[config.mk]
export PLATFORM = sky130hd
export DESIGN_NAME = fir_sample_sink
export DESIGN_NICKNAME = d
export VERILOG_FILES = /design/src/rtl/fir_sample_sink.sv
export SDC_FILE = /design/constraint.sdc
export NUM_CORES = 1
export LEC_CHECK = 0
export CAP_MARGIN = 0
export CORE_ASPECT_RATIO = 2
export CORE_UTILIZATION = 35
export CTS_CLUSTER_SIZE = 24
export DETAILED_ROUTE_END_ITERATION = 7
export GPL_ROUTABILITY_DRIVEN = 0
export SKIP_LAST_GASP = 1
export SLEW_MARGIN = 10
export SYNTH_ARGS = -nofsm -noshare
export SYNTH_HDL_FRONTEND = slang
export SYNTH_SLANG_ARGS = --single-unit
[constraint.sdc]
create_clock -name clk_i -period 7.9 [get_ports clk_i]
set_input_delay 1.58 -clock clk_i [delete_from_list [all_inputs] [get_ports clk_i]]
set_output_delay 1.58 -clock clk_i [all_outputs]
set_load 0.05 [all_outputs]
[src/rtl/fir_sample_sink.sv]
// +--------------------------------------------------------------------------+
// | fir_sample_sink: captures FIR results, decimates, buffers in a FWFT FIFO |
// | Revision: 1.0                                                            |
// +--------------------------------------------------------------------------+
`default_nettype none

module fir_sample_sink #(
    parameter int WIDTH = 24,
    parameter int DEPTH = 16,
    parameter int DECIM = 1,
    parameter int CNT_W = 16
) (
    input  logic                     clk_i,
    input  logic                     rst_ni,
    input  logic                     done_i,
    input  logic [WIDTH-1:0]         sample_i,
    input  logic                     clear_i,
    output logic                     m_valid_o,
    output logic [WIDTH-1:0]         m_data_o,
    input  logic                     m_ready_i,
    output logic [$clog2(DEPTH):0]   level_o,
    output logic                     overflow_o,
    output logic [CNT_W-1:0]         drop_count_o
);

    localparam int c_AW = $clog2(DEPTH);
    localparam int c_DW = (DECIM > 1) ? $clog2(DECIM) : 1;
    localparam logic [c_DW-1:0] c_DEC_LAST = c_DW'(DECIM - 1);
    localparam logic [c_AW:0]   c_FULL     = DEPTH[c_AW:0];

    logic                done_q;
    logic [c_DW-1:0]     dec_cnt_q, dec_cnt_d;
    logic [c_AW:0]       wr_ptr_q, wr_ptr_d;
    logic [c_AW:0]       rd_ptr_q, rd_ptr_d;
    logic                overflow_q, overflow_d;
    logic [CNT_W-1:0]    drop_cnt_q, drop_cnt_d;
    logic [WIDTH-1:0]    mem_q [DEPTH];

    logic [c_AW:0]       w_level;
    logic                w_full;
    logic                w_pop;
    logic                w_keep;
    logic                w_push;
    logic                w_drop;

    always_comb begin
        w_level = wr_ptr_q - rd_ptr_q;
        w_full  = (w_level == c_FULL);
        w_pop   = (w_level != '0) && m_ready_i;
        w_keep  = done_q && (dec_cnt_q == '0);
        // A pop in the same cycle frees the slot the kept sample needs.
        w_push  = w_keep && (!w_full || w_pop);
        w_drop  = w_keep && w_full && !w_pop;

        dec_cnt_d  = dec_cnt_q;
        if (done_q) begin
            dec_cnt_d = (dec_cnt_q == c_DEC_LAST) ? '0 : dec_cnt_q + 1'b1;
        end
        wr_ptr_d   = w_push ? wr_ptr_q + 1'b1 : wr_ptr_q;
        rd_ptr_d   = w_pop  ? rd_ptr_q + 1'b1 : rd_ptr_q;
        overflow_d = overflow_q || w_drop;
        drop_cnt_d = drop_cnt_q;
        if (w_drop && (drop_cnt_q != '1)) begin
            drop_cnt_d = drop_cnt_q + 1'b1;
        end
    end

    always_ff @(posedge clk_i or negedge rst_ni) begin
        if (!rst_ni) begin
            done_q     <= 1'b0;
            dec_cnt_q  <= '0;
            wr_ptr_q   <= '0;
            rd_ptr_q   <= '0;
            overflow_q <= 1'b0;
            drop_cnt_q <= '0;
        end else if (clear_i) begin
            done_q     <= 1'b0;
            dec_cnt_q  <= '0;
            wr_ptr_q   <= '0;
            rd_ptr_q   <= '0;
            overflow_q <= 1'b0;
            drop_cnt_q <= '0;
        end else begin
            done_q     <= done_i;
            dec_cnt_q  <= dec_cnt_d;
            wr_ptr_q   <= wr_ptr_d;
            rd_ptr_q   <= rd_ptr_d;
            overflow_q <= overflow_d;
            drop_cnt_q <= drop_cnt_d;
        end
    end

    // Storage is not reset; emptiness is defined purely by the pointers.
    always_ff @(posedge clk_i) begin
        if (w_push && !clear_i) begin
            mem_q[wr_ptr_q[c_AW-1:0]] <= sample_i;
        end
    end

    assign m_valid_o    = (w_level != '0);
    assign m_data_o     = m_valid_o ? mem_q[rd_ptr_q[c_AW-1:0]] : '0;
    assign level_o      = w_level;
    assign overflow_o   = overflow_q;
    assign drop_count_o = drop_cnt_q;

endmodule

`default_nettype wire

# Word level (Yosys, flattened, before mapping)

Memory sizes are Yosys's and may differ from the RTL's.
Cells that the tools add are included.

Mux-type cells: 14
Equal/unequal tests: 2
Bitwise logic cells: 1
Reductions and logical operators: 17
$add $sub $neg: 5

Operator list:

| cell                                           | number |
|---|---|
| 2-to-1 mux 16 bit                              | 2 |
| 2-to-1 mux 24 bit                              | 1 |
| 2-to-1 mux 5 bit                               | 4 |
| adder 16 x 1 -> 16 bit (second input constant) | 1 |
| != test 16 bit (second input constant)         | 1 |
| adder 5 x 1 -> 5 bit (second input constant)   | 2 |
| nonzero test 2 bit                             | 4 |
| logical AND 1 bit                              | 7 |
| 2-to-1 mux 1 bit                               | 7 |
| == test 5 bit (second input constant)          | 1 |
| nonzero test 5 bit                             | 1 |
| subtractor 5 bit                               | 1 |
| logical NOT 1 bit                              | 3 |
| logical OR 1 bit                               | 2 |
| adder 1 bit (second input constant)            | 1 |
| inverter 1 bit                                 | 1 |

RAM bits: 384
Bits in registers: 29
Memories kept: 1

Memory list:

| memory | words | bits a word | read ports | clocked after Yosys merged registers in | write ports | line | text |
|---|---|---|---|---|---|---|---|
| mem_q  | 16    | 24          | 1          | 0                                       | 1           | 37   | `logic [WIDTH-1:0] mem_q [DEPTH];` |

# Logic depth before layout (Yosys ltp)

Depth in word-level cells: 8
Gate-level depth with buffers: 13
Gate-level depth less buffers: 10

# Worst setup path before layout

No wires, ideal clock.

Kind: reg2out
Start: register rd_ptr_q[2]
End: output m_data_o[14]
Required time: 6.320 ns
Buffers on the path: 5
Cell stages (with the launch flop): 12
Slack: 1.884 ns
Arrival time: 4.436 ns
Cell sequence: dfrtp_1 > clkbuf_1 > clkbuf_1 > inv_2 > buf_1 > ha_1 > xor2_1 > nand4b_1 > a22oi_1 > clkbuf_1 > clkbuf_1 > a211oi_1

Longest elaborated chain between the ends: 3

Ends and longest elaborated chain:

| what                   | line | text |
|---|---|---|
| start, declared        | 34   | `logic [c_AW:0] rd_ptr_q, rd_ptr_d;` |
| start signal, assigned | 87   | `rd_ptr_q <= rd_ptr_d;` |
| subtractor 5 bit       | 47   | `w_level = wr_ptr_q - rd_ptr_q;` |
| via level_o[2]         | 21   | `output logic [$clog2(DEPTH):0] level_o,` |
| nonzero test 5 bit     | 100  | `assign m_valid_o = (w_level != '0);` |
| 2-to-1 mux 24 bit      | 101  | `assign m_data_o = m_valid_o ? mem_q[rd_ptr_q[c_AW-1:0]] : '0;` |
| end, declared          | 19   | `output logic [WIDTH-1:0] m_data_o,` |

The timed path passes the listed nets, and every way through them passes these cells.

# Worst setup path after layout

Start: register rd_ptr_q[1]
End: output m_data_o[20]

Longest elaborated chain between the ends: 3

Ends and longest elaborated chain:

| what                | line |
|---|---|
| subtractor 5 bit    | 47 |
| nonzero test 5 bit  | 100 |
| 2-to-1 mux 24 bit * | 101 |

Every way passes the cells marked *; elsewhere a longest branch is shown, timed or not.

==> flow_metrics.tcl <==
set metrics [dict create \
    timing.critical_path.slowest_stage_cell "sky130_fd_sc_hd__dfrtp_4" \
    drt-pass1-iter-count 5 \
    post-synth-top-count-cell "sky130_fd_sc_hd__edfxtp_1" \
    worst_slack_ns 1.67 \
    synth_top_cell_by_area "sky130_fd_sc_hd__edfxtp_1" \
    number_of_violations_of_the_max_capacitance_limit 0 \
    cp_cell_sequence "inv_2 > fa_1 > xor2_1 > a211o_1 > a22oi_2 > buf_4 > a211oi_1 > clkdlybuf4s50_1" \
    period_needed_ns 6.23 \
    synthTopCellsByArea "sky130_fd_sc_hd__edfxtp_1 70%, sky130_fd_sc_hd__mux4_2 13%, sky130_fd_sc_hd__dfrtp_1 4.2%, sky130_fd_sc_hd__mux2i_1 1.6%, sky130_fd_sc_hd__nand2_1 1.4%" \
    regToRegStartpoint "rd_ptr_q[3]" \
    post_cts_resized 0 \
    powerDensity_nw_per_um2 305 \
    io_buffer_count 75 \
    grt_overflow 0 \
    ctsHoldBuffers 0 \
    initial_core_util_pct 35.5 \
    drv_slew 0 \
    layout_cell_share_with_drive_strength_beyond_1_pct 20.5 \
    number_of_global_route_vias_before_repair 8886 \
    synth_adder_area_share_pct 0.880 \
    dominantRegCellSynth "sky130_fd_sc_hd__edfxtp_1" \
    crit_path_start "rd_ptr_q[1]" \
    timing.critical_path.slowest_cell_delay_ns 0.83 \
    vdd_ir_drop_max_mv 0.172 \
    area.sequential_sq_um 12200 \
    fp.dieArea_sq_um 48100 \
    die_w_um 156 \
    area_of_the_multi_input_gates_sq_um 4070 \
    clkSinkCount 412 \
    grt_use_total_pct 15.9 \
    relSlewSlack_pct 25.6 \
    postSynthAreaPerCell_sq_um 19.2 \
    clock_tree.htree_level_count 2 \
    worstPathRequired_ns 6.32 \
    dominant_combinational_cell_family_by_area_after_synthesis "multiplexers" \
    min_path_type "flop to flop" \
    synth_xor_area_share_pct 0.425 \
    hold_viol 0 \
    instance_count_after_placement_with_tap_cells_included 1539 \
    vias 8253 \
    synth_cell_types 47 \
    design_power_total_w 0.00583 \
    antenna_cells_inserted 0 \
    worst_setup_hold_path_clk_slew_ns 0.07 \
    top_achievable_clock_speed_ghz 0.161 \
    finalNetCount 989 \
    cp_data_arrival_time_ns 4.65 \
    criticalPathCategory "flop to output port" \
    syn-instance-count 859 \
    syn-cell-area_sq_um 16500 \
    post_drt_via_cell_ratio 5.15 \
    area_share_of_the_largest_cell_type_after_synthesis_pct 69.9 \
    design.core.area_sq_um 46500 \
    synthesized_nets 899 \
    grt_pass1_wl_um 55100 \
    die_height_um 309 \
    tritoncts "built" \
    synth-edff-count 384 \
    numCtsBuffers 35 \
    critical_path.endpoint_type "output port" \
    grt_setup_unrepaired "false" \
    fill_cells 4200 \
    clk_latency_ns 0.54 \
    fin_clk_skew_ns 0.0249 \
    drc 0 \
    synth-compound-area-share_pct 2.00 \
    ioPinCount 76 \
    dp_hpwl_um 21300 \
    reg2reg_to "mem_q[12][18]" \
    number_of_antenna_violations_at_the_first_check_in_global_routing 0 \
    iteration_0_drc_markers 620 \
    simple_gate_share_of_the_synthesized_area_pct 5.77 \
    detail_route.wl_per_cell_um 23.1 \
    tns_ns 0 \
    worst-r2r-cell-count 9 \
    leakage_power_summed_over_all_cells_nw 6.12 \
    dp_slack_ns 2.14 \
    synth_top_cells_by_count "384 x sky130_fd_sc_hd__edfxtp_1, 96 x sky130_fd_sc_hd__mux4_2, 62 x sky130_fd_sc_hd__nand2_1, 38 x sky130_fd_sc_hd__nor2_1" \
    row_count 112 \
    synth-seq-area-share_pct 74.1 \
    register_to_register_setup_slack_ns 3.22 \
    largest_net_degree_at_the_start_of_global_routing 47 \
    run_status "complete, no violations" \
    post_layout_nonfiller_instances 1602 \
    synth.ff_latch_count 412 \
    totalWireLength_um 37000 \
    synthArstFlopShare_pct 6.80 \
    post-cts-setup-buffers 0 \
    muxShareOfSynthArea_pct 15.3 \
    route.antenna.remaining_nets 0 \
    yosys_warnings 0 \
    report.final.setup_viol 0 \
    post_route_fraction_of_the_period_consumed_by_the_critical_path_pct 78.8 \
    tightestPinTransition_ns 1.11 \
    setup.worst_path.end "m_data_o[20]" \
    ctsLongestPathBuffers 3 \
    final.hold.worst_slack_ns 0.526 \
    clk_root_buffer_cell "sky130_fd_sc_hd__clkbuf_16" \
    cp_max_fo 39 \
    timing.critical_path.from_type "flop" \
    areaGrowthSynthToFinish_pct 16.0 \
]
## final cells by class
type | instances | share of cell area (%)
flip-flops and latches | 412 | 64.0
repair buffers | 99 | 4.86
clock buffers | 41 | 4.81
well taps | 627 | 4.10
clock inverters | 22 | 0.713
inverters | 14 | 0.275
multi-input cells | 387 | 21.3
## worst max-delay path: cells and delay by family, from the launching register on
| kind | cells | cell delay, ns |
|---|---|---|
| compound gates | 3 | 0.81 |
| xor+xnor | 1 | 0.21 |
| fa+ha+maj | 1 | 0.56 |
| buf+inv | 3 | 1.64 |
| flops | 1 | 0.83 |
## flip-flops by register name (all words and copies together) (netlist names)
register,cells
done_q,1
drop_count_o,16
mem_q,384
overflow_o,1
rd_ptr_q,5
wr_ptr_q,5
## cell usage in the layout, fill, tap and decap left out, types with 2 or more instances in the layout
| master | count |
|---|---|
| sky130_fd_sc_hd__edfxtp_1 | 384 |
| sky130_fd_sc_hd__mux4_2 | 96 |
| sky130_fd_sc_hd__clkdlybuf4s50_1 | 75 |
| sky130_fd_sc_hd__nand2_1 | 62 |
| sky130_fd_sc_hd__clkbuf_16 | 36 |
| sky130_fd_sc_hd__and3_1 | 28 |
| sky130_fd_sc_hd__mux2i_1 | 27 |
| sky130_fd_sc_hd__dfrtp_1 | 25 |
| sky130_fd_sc_hd__a211oi_1 | 24 |
| sky130_fd_sc_hd__buf_4 | 24 |
| sky130_fd_sc_hd__nor2_1 | 22 |
| sky130_fd_sc_hd__nor2_2 | 15 |
| sky130_fd_sc_hd__clkinv_1 | 13 |
| sky130_fd_sc_hd__inv_1 | 12 |
| sky130_fd_sc_hd__nand3_1 | 12 |
| sky130_fd_sc_hd__a21oi_1 | 11 |
| sky130_fd_sc_hd__ha_1 | 10 |
| sky130_fd_sc_hd__nor2b_1 | 8 |
| sky130_fd_sc_hd__nor3_1 | 8 |
| sky130_fd_sc_hd__nand4_1 | 7 |
| sky130_fd_sc_hd__mux2_2 | 7 |
| sky130_fd_sc_hd__o21ai_0 | 6 |
| sky130_fd_sc_hd__clkbuf_1 | 5 |
| sky130_fd_sc_hd__xor2_1 | 4 |
| sky130_fd_sc_hd__a21o_1 | 4 |
| sky130_fd_sc_hd__nand3b_1 | 4 |
| sky130_fd_sc_hd__nand4b_1 | 4 |
| sky130_fd_sc_hd__xnor2_1 | 4 |
| sky130_fd_sc_hd__or3_1 | 4 |
| sky130_fd_sc_hd__clkinv_2 | 3 |
| sky130_fd_sc_hd__inv_2 | 2 |
| sky130_fd_sc_hd__clkinvlp_2 | 2 |
| sky130_fd_sc_hd__dfrtp_4 | 2 |
## metal layers
layer  wire, um  GRT usage (%)
met2      20700           30.1
met1      13900           17.6
met4       1290           6.98
met3       1120           1.82
met5          0              0
## report_power, final
group	switching [W]	internal (W)	leakage, nW
combinational	0.00105	0.000682	1.78
sequential	0.0000705	0.00240	3.84
clock	0.000754	0.000869	0.508
total	0.00188	0.00395	6.12
## worst min-delay path by stage
stage	from	endpoint	slack, ns	cells after the start
floorplan	rd_ptr_q[4]	rd_ptr_q[4]	0.53	2
global placement	overflow_o	overflow_o	0.51	2
detailed placement	overflow_o	overflow_o	0.51	2
CTS	overflow_o	overflow_o	0.53	2
global route	overflow_o	overflow_o	0.56	2
finish	overflow_o	overflow_o	0.53	2
## cell families after synthesis
kind of cell / after synthesis
mux: 131
flops: 412
fa+ha+maj: 11
simple gates: 187
buf+inv: 60
xor+xnor: 8
compound gates: 50
## metrics by stage
| stage | instance area, sq um | util [%] |
|---|---|---|
| floorplan | 16500 | - |
| global placement | 18100 | 38.9 |
| detailed placement | 18100 | 38.9 |
| CTS | 19100 | 41.1 |
| global route | 19100 | 41.1 |
| finish | 19100 | 41.1 |
Note: power is estimated with default switching activity, not from simulation.
